===== src/rtl/rom_pkg.sv =====
// Shared constants and types for the rom_sync_read block: default geometry,
// the built-in 16-word constant table and the stored-word type.
package rom_pkg;

    localparam int ROM_DATA_W = 16;
    localparam int ROM_ADDR_W = 4;
    localparam int ROM_DEPTH  = 1 << ROM_ADDR_W;

    typedef logic [ROM_DATA_W-1:0] rom_word_t;

    // Built-in table used when no init file is supplied.
    localparam rom_word_t DEFAULT_ROM [0:ROM_DEPTH-1] = '{
        16'h0103, 16'h5200, 16'he0b9, 16'h0412,
        16'h4839, 16'h0112, 16'h0377, 16'h0572,
        16'hcafe, 16'h6225, 16'h1447, 16'haeec,
        16'h52dd, 16'h1113, 16'h4444, 16'h5555
    };

endpackage


===== src/rtl/rom_out_stage.sv =====
// One output register stage for the ROM read path. Clears to zero on a
// synchronous active-high reset, otherwise captures its input every edge.
module rom_out_stage #(
    parameter int W = 16
) (
    input  logic         clk,
    input  logic         rst,
    input  logic [W-1:0] din,
    output logic [W-1:0] dout
);

    logic [W-1:0] dout_r;

    // Capture the incoming word each edge; reset discards it and forces zero.
    always_ff @(posedge clk) begin
        if (rst) begin
            dout_r <= {W{1'b0}};
        end else begin
            dout_r <= din;
        end
    end

    assign dout = dout_r;

endmodule


===== src/rtl/rom_sync_read.sv =====
// rom_sync_read: 16-word x 16-bit ROM with registered synchronous read.
// The storage array M stays a plain writable reg array so test benches can
// patch words by hierarchical reference; reset never touches it.
// Optional feature macro: ROM_OUT_REG_EN adds a second output register
// stage after the array read (read latency 2 instead of 1).
module rom_sync_read
    import rom_pkg::*;
#(
    parameter int    DATA_W    = ROM_DATA_W,
    parameter int    ADDR_W    = ROM_ADDR_W,
    parameter string INIT_FILE = ""
) (
    input  logic              CLK,
    input  logic              RST,
    input  logic [ADDR_W-1:0] ADR,
    output logic [DATA_W-1:0] D
);

    localparam int DEPTH = 1 << ADDR_W;

    reg   [DATA_W-1:0] M [0:DEPTH-1];

    logic [DATA_W-1:0] rd_word_s;
    logic [DATA_W-1:0] stage0_s;

    // Power-up contents: the built-in table (repeated if the array is deeper
    // than the table).
    initial begin
        for (int i = 0; i < DEPTH; i++) begin
            M[i] = DATA_W'(DEFAULT_ROM[i % ROM_DEPTH]);
        end
    end

    // Array read mux; the full address range is populated, so no bounds logic.
    always_comb begin
        rd_word_s = M[ADR];
    end

    rom_out_stage #(.W(DATA_W)) u_stage0 (
        .clk  (CLK),
        .rst  (RST),
        .din  (rd_word_s),
        .dout (stage0_s)
    );

`ifdef ROM_OUT_REG_EN
    logic [DATA_W-1:0] stage1_s;

    rom_out_stage #(.W(DATA_W)) u_stage1 (
        .clk  (CLK),
        .rst  (RST),
        .din  (stage0_s),
        .dout (stage1_s)
    );

    assign D = stage1_s;
`else
    assign D = stage0_s;
`endif

endmodule


===== config.mk =====
export PLATFORM = sky130hd
export DESIGN_NAME = rom_sync_read
export DESIGN_NICKNAME = d
export VERILOG_FILES = /design/src/rtl/rom_pkg.sv /design/src/rtl/rom_out_stage.sv /design/src/rtl/rom_sync_read.sv
export SDC_FILE = /design/constraint.sdc
export NUM_CORES = 1
export LEC_CHECK = 0
export ABC_AREA = 0
export BUFFER_PORTS_ARGS = -buffer_cell sky130_fd_sc_hd__buf_2
export CAP_MARGIN = 20
export CORE_MARGIN = 1
export CORE_UTILIZATION = 49
export CTS_CLUSTER_DIAMETER = 50
export DETAILED_ROUTE_END_ITERATION = 10
export PLACE_DENSITY = 0.87
export SLEW_MARGIN = 20
export SYNTH_ARGS = -nofsm -noshare
export SYNTH_HDL_FRONTEND = slang
export SYNTH_SLANG_ARGS = --single-unit

===== constraint.sdc =====
create_clock -name CLK -period 1.5 [get_ports CLK]
set_input_delay 0.375 -clock CLK [delete_from_list [all_inputs] [get_ports CLK]]
set_output_delay 0.375 -clock CLK [all_outputs]
set_load 0.05 [all_outputs]

After elaboration in Yosys (flattened, before gate mapping)
Memory sizes are Yosys's and may differ from the RTL's. A register that Yosys moved wholly into a read port is not among the register bits.
Cells that the tools add are included.
W data, S select, Z words.
{ "word_totals": {"memories": 1, "elab_cells": 1, "mem_bits_ro": 256, "inputBits": 6, "register_bits": 0, "out_inout_bits": 16} }
{ "mem_list": {"columns": ["name", "words", "width", "read_ports", "rd_clocked_by_memory_dff", "write_ports", "line", "rtl"], "rows": [
  ["M", 16, 16, 1, 1, 0, "rom_sync_read.sv:21", "reg [DATA_W-1:0] M [0:DEPTH-1];"]
]} }

Longest topological paths before layout
Gate-level depths: netlist of run 1.
{ "logic_depth": {"depth_word": 0, "depth_mapped": 5} }

Hierarchy
From an unflattened synthesis of run 1, not the netlist that was laid out.
{ "hier_totals": {"cells_unflattened": 92, "hier_area_um2": 850.8} }
{ "modules_own_cells": {"columns": ["module", "instances", "seq_area_each_um2", "area_per_inst_um2", "cells_each"], "rows": [
  ["rom_out_stage", 1, 320.3, 464.2, 33],
  ["rom_sync_read", 1, 0.0, 386.6, 59]
]} }

Worst setup path after synthesis of run 1
No wires, ideal clock.
{ "synth_path": {"kind": "input to register", "start": "input ADR[0]", "end": "register u_stage0.dout_r[3] (netlist: u_stage0.dout[3]), read port of M", "path_stages": 4, "t_arrival_ns": 1.314, "path_slack_ns": 0.126, "n_path_buf": 0, "path_cell_list": "inv_1 -> ha_1 -> a2111oi_2 -> a31o_1"} }
{ "synth_rtl": {"columns": ["element", "line", "rtl"], "rows": [
  ["start: declaration", "rom_sync_read.sv:15", "input logic [ADDR_W-1:0] ADR,"],
  ["end: declaration", "rom_out_stage.sv:12", "logic [W-1:0] dout_r;"]
]} }

==> flow_metrics.env, run 1 <==
export IMPL_seqPwrFrac_pct=45.4
export IMPL_outcome="finished, final reports clean"
export IMPL_finalCritPeriodShare_pct=86.2
export IMPL_dieArea_um2=1780
export IMPL_htreeDepth=1
export IMPL_critical_path_required_ns=1.74
export IMPL_synth_fp_nets=95
export IMPL_clock_path_buffers=2
export IMPL_largest_reg_flops=16
export IMPL_max_freq_mhz=774
export IMPL_clk_pin_slew_ns=0.09
export IMPL_worst_pin_slew_ns=0.413
export IMPL_yosys_top_cells_count="16 x dfxtp_1, 7 x a21oi_1, 7 x ha_1"
export IMPL_rsz0062_at_grt="false"
export IMPL_chipWidth_um=42.2
export IMPL_cts_hold_buf=0
export IMPL_worstPathArrival_ns=1.53
export IMPL_first_iter_violations=30
export IMPL_p_leak_nw=0.488
export IMPL_hold_path_class="primary input to flop"
export IMPL_die_h_um=42.2
export IMPL_vias=689
export IMPL_grt_pass1_vias=566
export IMPL_cts_sinks=16
export IMPL_grt_remaining_overflow=0
export IMPL_avgSynthCellArea_um2=9.66
export IMPL_max_cap_violations=0
export IMPL_yosys_area_top_type="dfxtp_1"
export IMPL_multiInputGateArea_um2=412
export IMPL_cts_root_buffer="clkbuf_4"
export IMPL_synth_ff_type="dfxtp_1"
export IMPL_synthesis_area_um2=792
export IMPL_p_comb_share_pct=26.8
export IMPL_cts_resized=0
export IMPL_layout_drive_gt1_share_pct=36.0
export IMPL_period_minus_slack_ns=1.29
export IMPL_grt_start_max_net_pins=25
export IMPL_endpoint_kind="flop"
export IMPL_cts_setup_buffers=0
export IMPL_fin_setup_tns_ns=0
export IMPL_routed_via_density=5.43
export IMPL_synth_top_cell_area_share_pct=40.4
export IMPL_internal_power_uw=682
export IMPL_path_max_fanout=4
export IMPL_cts_tree="built"
export IMPL_synthArstFlopShare_pct=0
export IMPL_ff_latch_area_um2=320
export IMPL_fill_cells=115
export IMPL_cp_start_kind="primary input"
export IMPL_remaining_drc_errors=0
export IMPL_swShare_pct=32.5
export IMPL_powerDensity_nw_per_um2=1030
export IMPL_slew_viol_final=0
export IMPL_portBuffers=21
export IMPL_place_congestion=0.839
export IMPL_criticalPathCategory="primary input to flop"
export IMPL_wire_per_inst_um=12.2
export IMPL_nets=125
export IMPL_ios=22
export IMPL_syn_to_final_growth_pct=23.7
export IMPL_grt_pass1_wl_um=2370
export IMPL_cts_inserted_buffers=3
export IMPL_yosysWarnings=0
export IMPL_ant_nets=0
export IMPL_netlist_instances=82
export IMPL_antenna_found_initial=0
export IMPL_ys_top_cells_by_area="dfxtp_1 40%, ha_1 11%, a21oi_1 4.4%"
export IMPL_synth_seq_cells=16
export IMPL_grt_usage_pct=17.5
export IMPL_antenna_cells=0
export IMPL_min_path_cells=2
export IMPL_hold_viol_final=0
export IMPL_routed_wl_um=1550
export IMPL_irDropWorstVdd_mv=0.689
export IMPL_hpwl_um=1130
export IMPL_whs_ns=0.420
export IMPL_synth_edf_count=0
export IMPL_initial_core_util_pct=52.6
export IMPL_rows=14
export IMPL_finalSetupViolCount=0
export IMPL_core_area_um2=1510
export IMPL_p_clk_share_pct=27.8
export IMPL_synth_most_common_cell="dfxtp_1"
export IMPL_dr_pass1_iters=4
export IMPL_synthDistinctLibCells=33
export IMPL_power_switching_uw=328
export IMPL_synth_seq_area_share_pct=40.4
export IMPL_max_slew_margin_pct=72.4
placed cells by master (no fill, tap or decap), drive strengths merged, types with 3 or more instances in the layout:
cell type and instances:
nor2 4, buf 30, dfxtp 16, nand2 6, clkbuf 4, inv 5, ha 7, nor2b 6
a211oi 3, o211ai 3, o21ai 3, a21oi 7
worst paths after layout:
kind / startpoint / to / slack [ns]
worst max-delay path: ADR[0] / u_stage0.dout[3]$_SDFF_PP0_ / 0.21
worst min-delay path: RST / u_stage0.dout[13]$_SDFF_PP0_ / 0.42
final cells by class:
| type | instances | share of cell area, % |
|---|---|---|
| timing repair buffer | 30 | 17.6 |
| tap | 16 | 2.04 |
| sequential | 16 | 32.7 |
| inverter | 5 | 1.92 |
| multi-input combinational | 56 | 42.0 |
| clock buffer | 4 | 3.70 |
power by group through the flow:
stage / logic [mW] / clock network (mW) / registers (mW)
after detailed placement: 0.270 / 0 / 0.468
after global routing: 0.288 / 0.302 / 0.460
after floorplan: 0.0983 / 0 / 0.573
final: 0.271 / 0.281 / 0.458
after CTS: 0.271 / 0.286 / 0.458
after global placement: 0.266 / 0 / 0.468
routing by layer:
layer / track usage, % / part of all wire [%] / up-vias
li1: - / - / 347
met5: 0 / 0 / -
met1: 21.3 / 44 / 313
met4: 9.38 / 1.7 / 0
met2: 29.5 / 50 / 24
met3: 2.59 / 4.3 / 5
worst max-delay path: stages:
cell       delay, ns
buf_2           0.11
inv_1           0.07
ha_1            0.34
a2111oi_2       0.48
a31o_1          0.15
logic make-up after synthesis:
logic type,Yosys count,share of synthesized area [%]
AOI/OAI and AO/OA,25,24.2
and+or+nand+nor,23,15.5
adders and majority gates,7,11.1
muxes,1,1.26
buffers and inverters,10,7.58
DFF,16,40.4
stage by stage:
stage	util, %	instances	setup slack, ns	power [mW]	instance area [um2]
after floorplan	-	82	0.126	0.671	792
after global placement	62.6	123	-0.0269	0.733	943
after detailed placement	62.6	123	-0.0962	0.738	943
after CTS	65.0	127	0.202	1.01	980
after global routing	65.0	127	0.160	1.05	980
final	65.0	127	0.207	1.01	980
Note: power is estimated with default switching activity, not from simulation.
==> run 2: changes to the inputs <==
--- a/config.mk
+++ b/config.mk
@@ -9,11 +9,12 @@
 export BUFFER_PORTS_ARGS = -buffer_cell sky130_fd_sc_hd__buf_2
 export CAP_MARGIN = 20
 export CORE_MARGIN = 1
-export CORE_UTILIZATION = 49
+export CORE_UTILIZATION = 50
 export CTS_CLUSTER_DIAMETER = 50
 export DETAILED_ROUTE_END_ITERATION = 10
 export PLACE_DENSITY = 0.87
 export SLEW_MARGIN = 20
 export SYNTH_ARGS = -nofsm -noshare
 export SYNTH_HDL_FRONTEND = slang
+export SYNTH_HIERARCHICAL = 1
 export SYNTH_SLANG_ARGS = --single-unit
==> flow_metrics.env, run 2 <==
export IMPL_outcome="finished, final reports clean"
export IMPL_worst_pin_slew_ns=0.368
export IMPL_grt_start_max_net_pins=25
export IMPL_cp_start_kind="primary input"
export IMPL_syn_to_final_growth_pct=20.4
export IMPL_netlist_instances=92
export IMPL_cts_setup_buffers=0
export IMPL_dr_pass1_iters=4
export IMPL_fin_cells=135
export IMPL_synthArstFlopShare_pct=0
export IMPL_synth_most_common_cell="dfxtp_1"
export IMPL_synth_seq_area_share_pct=37.6
export IMPL_ios=22
export IMPL_place_congestion=0.908
export IMPL_cts_hold_buf=0
export IMPL_largest_reg_flops=16
export IMPL_hold_end="u_stage0/dout[11]$_SDFF_PP0_"
export IMPL_routed_via_density=5.27
export IMPL_hpwl_um=1110
export IMPL_initial_core_util_pct=55.2
export IMPL_nets=134
export IMPL_irDropWorstVdd_mv=0.528
export IMPL_cts_tree="built"
export IMPL_synth_compound_area_share_pct=18.4
export IMPL_path_buf_inv=2
export IMPL_grt_pass1_wl_um=2460
export IMPL_min_path_cells=2
export IMPL_ys_top_cells_by_area="dfxtp_1 38%, ha_1 10%, nor2b_2 7.2%"
export IMPL_layout_drive_gt1_share_pct=38.7
export IMPL_yosys_area_top_type="dfxtp_1"
export IMPL_final_cell_mix="21 x buf_2, 16 x dfxtp_1, 8 x buf_4"
export IMPL_slowest_stage="ha_1"
export IMPL_hold_viol_final=0
export IMPL_clk_pin_slew_ns=0.09
export IMPL_yosys_area_share_xor_xnor_pct=0
export IMPL_place_inst=132
export IMPL_routed_wl_um=1530
export IMPL_layout_commonest_cell="buf_2"
export IMPL_die_h_um=43.3
export IMPL_rsz0062_at_grt="false"
export IMPL_max_cap_violations=0
export IMPL_muxShareOfSynthArea_pct=3.53
export IMPL_synth_top_cell_area_share_pct=37.6
export IMPL_dieArea_um2=1870
export IMPL_synth_edf_count=0
export IMPL_remaining_drc_errors=0
export IMPL_synth_ff_type="dfxtp_1"
export IMPL_stdcell_area_um2=1020
export IMPL_path_max_fanout=4
export IMPL_chipWidth_um=43.3
export IMPL_critPathTopFamily="adder cells"
export IMPL_worstPathArrival_ns=1.45
export IMPL_portBuffers=21
export IMPL_yosys_top_cells_count="16 x dfxtp_1, 7 x a21oi_1, 7 x ha_1, 7 x nor2b_2"
export IMPL_htreeDepth=1
export IMPL_first_iter_violations=26
export IMPL_crit_chain="buf_2 -> inv_1 -> ha_1 -> nand2b_1 -> a21oi_2 -> a31o_1 -> nor2b_2"
export IMPL_endpoint_kind="flop"
export IMPL_vias=711
export IMPL_synth_seq_cells=16
export IMPL_cts_inserted_buffers=3
export IMPL_pre_cts_slack_ns=-0.0850
export IMPL_finalCritPeriodShare_pct=84.9
export IMPL_core_area_um2=1540
export IMPL_grt_remaining_overflow=0
export IMPL_powerDensity_nw_per_um2=940
export IMPL_period_minus_slack_ns=1.27
export IMPL_clock_path_buffers=2
export IMPL_layout_setup_ws_ns=0.227
export IMPL_critical_path_required_ns=1.68
export IMPL_fin_util_pct=66.5
export IMPL_finalSetupViolCount=0
export IMPL_max_slew_margin_pct=75.5
export IMPL_cts_resized=0
export IMPL_grt_pass1_vias=585
export IMPL_synthAdderAreaFrac_pct=10.3
export IMPL_slew_viol_final=0
export IMPL_grt_usage_pct=18.0
export IMPL_cts_root_buffer="clkbuf_4"
export IMPL_antenna_found_initial=0
export IMPL_rows=14
export IMPL_hold_start="RST"
export IMPL_p_leak_nw=0.516
export IMPL_hold_path_class="primary input to flop"
export IMPL_wire_per_inst_um=11.3
export IMPL_avgSynthCellArea_um2=9.25
export IMPL_ant_nets=0
export IMPL_criticalPathCategory="primary input to flop"
export IMPL_yosysWarnings=6
export IMPL_yosys_area_share_simple_pct=24.4
export IMPL_fill_cells=131
export IMPL_antenna_cells=0
export IMPL_synthesis_area_um2=851
export IMPL_cts_sinks=16
export IMPL_max_freq_mhz=786
export IMPL_synthDistinctLibCells=26
export IMPL_synth_top_family_by_area="simple AND/OR/NAND/NOR gates"
export IMPL_max_stage_delay_ns=0.33
export IMPL_place_area_um2=1000
export IMPL_synth_fp_nets=105
run 2: cell types whose count changed after synthesis, moves of 3 or more:
cell and delta:
o211ai_1 -3, o21ai_1 +4, buf_2 +3, and2b_2 +6, o21ai_0 +3, nor2b_2 +6
run 2: cell type report:
class                           count  area (um2)  area share [%]
Sequential cell                    16         320            31.3
Timing Repair Buffer               29         165            16.1
Multi-Input combinational cell     67         482            47.0
Tap cell                           16        20.0            1.95
Clock buffer                        3        22.5            2.20
Inverter                            4        15.0            1.47
run 2: worst max-delay path by stage:
| stage | start | to | slack, ns | depth (start not counted) |
|---|---|---|---|---|
| after global routing | ADR[1] | u_stage0/dout[7]$_SDFF_PP0_ | 0.16 | 7 |
| after floorplan | ADR[0] | u_stage0/dout[3]$_SDFF_PP0_ | 0.13 | 6 |
| after CTS | ADR[1] | u_stage0/dout[7]$_SDFF_PP0_ | 0.22 | 7 |
| final | ADR[1] | u_stage0/dout[7]$_SDFF_PP0_ | 0.23 | 7 |
| after detailed placement | ADR[1] | u_stage0/dout[7]$_SDFF_PP0_ | -0.09 | 7 |
| after global placement | ADR[1] | u_stage0/dout[3]$_SDFF_PP0_ | -0.02 | 7 |
run 2: where the power goes:
| group | internal, mW | switching, mW | total (mW) |
|---|---|---|---|
| Sequential | 0.452 | 0.00520 | 0.457 |
| Clock | 0.0933 | 0.127 | 0.220 |
| Combinational | 0.0975 | 0.188 | 0.285 |
run 2: cells by family after synthesis:
kind of cell / count (synthesis)
flip-flops: 16
AO/OA/AOI/OAI: 26
AND/OR/NAND/NOR: 31
buffers and inverters: 9
multiplexers: 3
adder cells (fa/ha/maj): 7
run 2: metal layers:
metal / vias to the layer above / GRT usage [%] / routed length [um]
met5: - / 0 / 0
met4: 0 / 12.7 / 44
met3: 5 / 3.83 / 74
met2: 22 / 28.7 / 722
met1: 321 / 20.9 / 684
li1: 363 / - / -
run 2: per-stage QoR:
| stage | hold slack [ns] | power (mW) | setup TNS, ns |
|---|---|---|---|
| 2_1_floorplan | 0.583 | 0.683 | 0 |
| 3_3_place_gp | 0.735 | 0.745 | -0.0471 |
| 3_5_place_dp | 0.754 | 0.752 | -0.183 |
| 4_1_cts | 0.459 | 0.966 | 0 |
| 5_1_grt | 0.474 | 1.01 | 0 |
| 6_report | 0.461 | 0.963 | 0 |
==> run 3: changes to the inputs <==
==> constraint.sdc (replaced) <==
create_clock -name CLK -period 1.3 [get_ports CLK]
set_input_delay 0.325 -clock CLK [delete_from_list [all_inputs] [get_ports CLK]]
set_output_delay 0.325 -clock CLK [all_outputs]
set_load 0.05 [all_outputs]
==> flow_metrics.env, run 3 (synthesis gave the netlist of run 2 again) <==
export IMPL_irDropWorstVdd_mv=0.720
export IMPL_outcome="finished, final reports clean"
export IMPL_slew_viol_final=0
export IMPL_nets=140
export IMPL_core_area_um2=1540
export IMPL_antenna_cells=0
export IMPL_syn_to_final_growth_pct=29.7
export IMPL_wire_per_inst_um=12.6
export IMPL_routed_wl_um=1800
export IMPL_dieArea_um2=1870
export IMPL_hold_end="u_stage0/dout[11]$_SDFF_PP0_"
export IMPL_fin_util_pct=71.6
export IMPL_portBuffers=21
export IMPL_cts_resized=0
export IMPL_max_freq_mhz=827
export IMPL_hold_viol_final=0
export IMPL_worst_pin_slew_ns=0.326
export IMPL_routed_via_density=5.32
export IMPL_ant_nets=0
export IMPL_grt_usage_pct=21.0
export IMPL_period_minus_slack_ns=1.21
export IMPL_worstPathArrival_ns=1.45
export IMPL_clock_path_buffers=2
export IMPL_cp_start_kind="primary input"
export IMPL_finalCritPeriodShare_pct=93.0
export IMPL_largest_reg_flops=16
export IMPL_chipWidth_um=43.3
export IMPL_path_max_fanout=5
export IMPL_rows=14
export IMPL_first_iter_violations=17
export IMPL_place_inst=138
export IMPL_hpwl_um=1290
export IMPL_fin_setup_tns_ns=0
export IMPL_grt_start_max_net_pins=19
export IMPL_p_leak_nw=0.557
export IMPL_cts_hold_buf=0
export IMPL_clk_pin_slew_ns=0.09
export IMPL_fin_cells=142
export IMPL_remaining_drc_errors=0
export IMPL_place_congestion=0.866
export IMPL_hold_path_class="primary input to flop"
export IMPL_cts_inserted_buffers=3
export IMPL_max_slew_margin_pct=78.2
export IMPL_pre_cts_slack_ns=-0.186
export IMPL_powerDensity_nw_per_um2=1100
export IMPL_vias=756
export IMPL_cts_tree="built"
export IMPL_stdcell_area_um2=1100
export IMPL_grt_remaining_overflow=0
export IMPL_ios=22
export IMPL_grt_pass1_wl_um=2870
export IMPL_cts_root_buffer="clkbuf_4"
export IMPL_endpoint_kind="flop"
export IMPL_cts_sinks=16
export IMPL_fin_total_pwr_mw=1.22
export IMPL_critical_path_required_ns=1.55
export IMPL_whs_ns=0.268
export IMPL_layout_commonest_cell="buf_2"
export IMPL_worstSetupStartpoint="ADR[0]"
export IMPL_dr_pass1_iters=4
export IMPL_grt_pass1_vias=684
export IMPL_min_path_cells=2
export IMPL_cts_setup_buffers=0
export IMPL_antenna_found_initial=0
export IMPL_place_area_um2=1070
export IMPL_die_h_um=43.3
export IMPL_fill_cells=113
export IMPL_criticalPathCategory="primary input to flop"
export IMPL_layout_drive_gt1_share_pct=44.4
export IMPL_final_cell_mix="21 x buf_2, 16 x dfxtp_1, 14 x buf_4, 7 x a21oi_1, 7 x nor2b_2"
export IMPL_max_cap_violations=0
export IMPL_hold_start="RST"
export IMPL_rsz0062_at_grt="false"
export IMPL_initial_core_util_pct=55.2
export IMPL_htreeDepth=1
export IMPL_layout_setup_ws_ns=0.0913
export IMPL_finalSetupViolCount=0
-- run 3: cell types whose count changed in the layout (fill, tap and decap cells not counted) --
cell,delta
nand2b_1,-1
inv_2,+1
buf_4,+6
ha_1,-1
ha_4,+1
clkbuf_8,+1
nand2b_4,+1
inv_1,-1
-- run 3: area by class of cell --
type / count / area, um2 / share of cell area, %
clock buffer: 4 / 36.3 / 3.29
inverter: 4 / 15.0 / 1.36
multi-input combinational: 67 / 502 / 45.5
sequential: 16 / 320 / 29.0
tap: 16 / 20.0 / 1.81
timing repair buffer: 35 / 210 / 19.0
-- run 3: how the worst max path moves through the flow --
stage	endpoint	slack (ns)	cells past startpoint
floorplan	u_stage0/dout[5]$_SDFF_PP0_	-0.002	5
global placement	u_stage0/dout[5]$_SDFF_PP0_	-0.15	6
detailed placement	u_stage0/dout[5]$_SDFF_PP0_	-0.19	6
CTS	D[6]	0.1	1
global route	u_stage0/dout[8]$_SDFF_PP0_	0.03	7
finish	u_stage0/dout[3]$_SDFF_PP0_	0.09	7
-- run 3: per-layer routing --
metal  share of wire (%)  track usage [%]  vias up  routed length, um
met4                 3.7             15.2        0                 67
li1                    -                -      381                  -
met1                  45             22.8      337                803
met3                 3.7             4.26        9                 66
met5                   0                0        -                  0
met2                  48             35.5       29                858
-- run 3: worst max-delay path, cell delays in order --
cell      delay, ns
buf_2          0.10
inv_1          0.16
ha_1           0.27
nand2b_1       0.11
a21oi_2        0.21
a21o_1         0.13
and2b_2        0.13
-- run 3: report_power, final --
group	switching, mW	internal, mW	leakage [nW]
clock	0.158	0.171	0.0210
combinational	0.230	0.130	0.403
sequential	0.00574	0.522	0.132
total	0.393	0.823	0.557
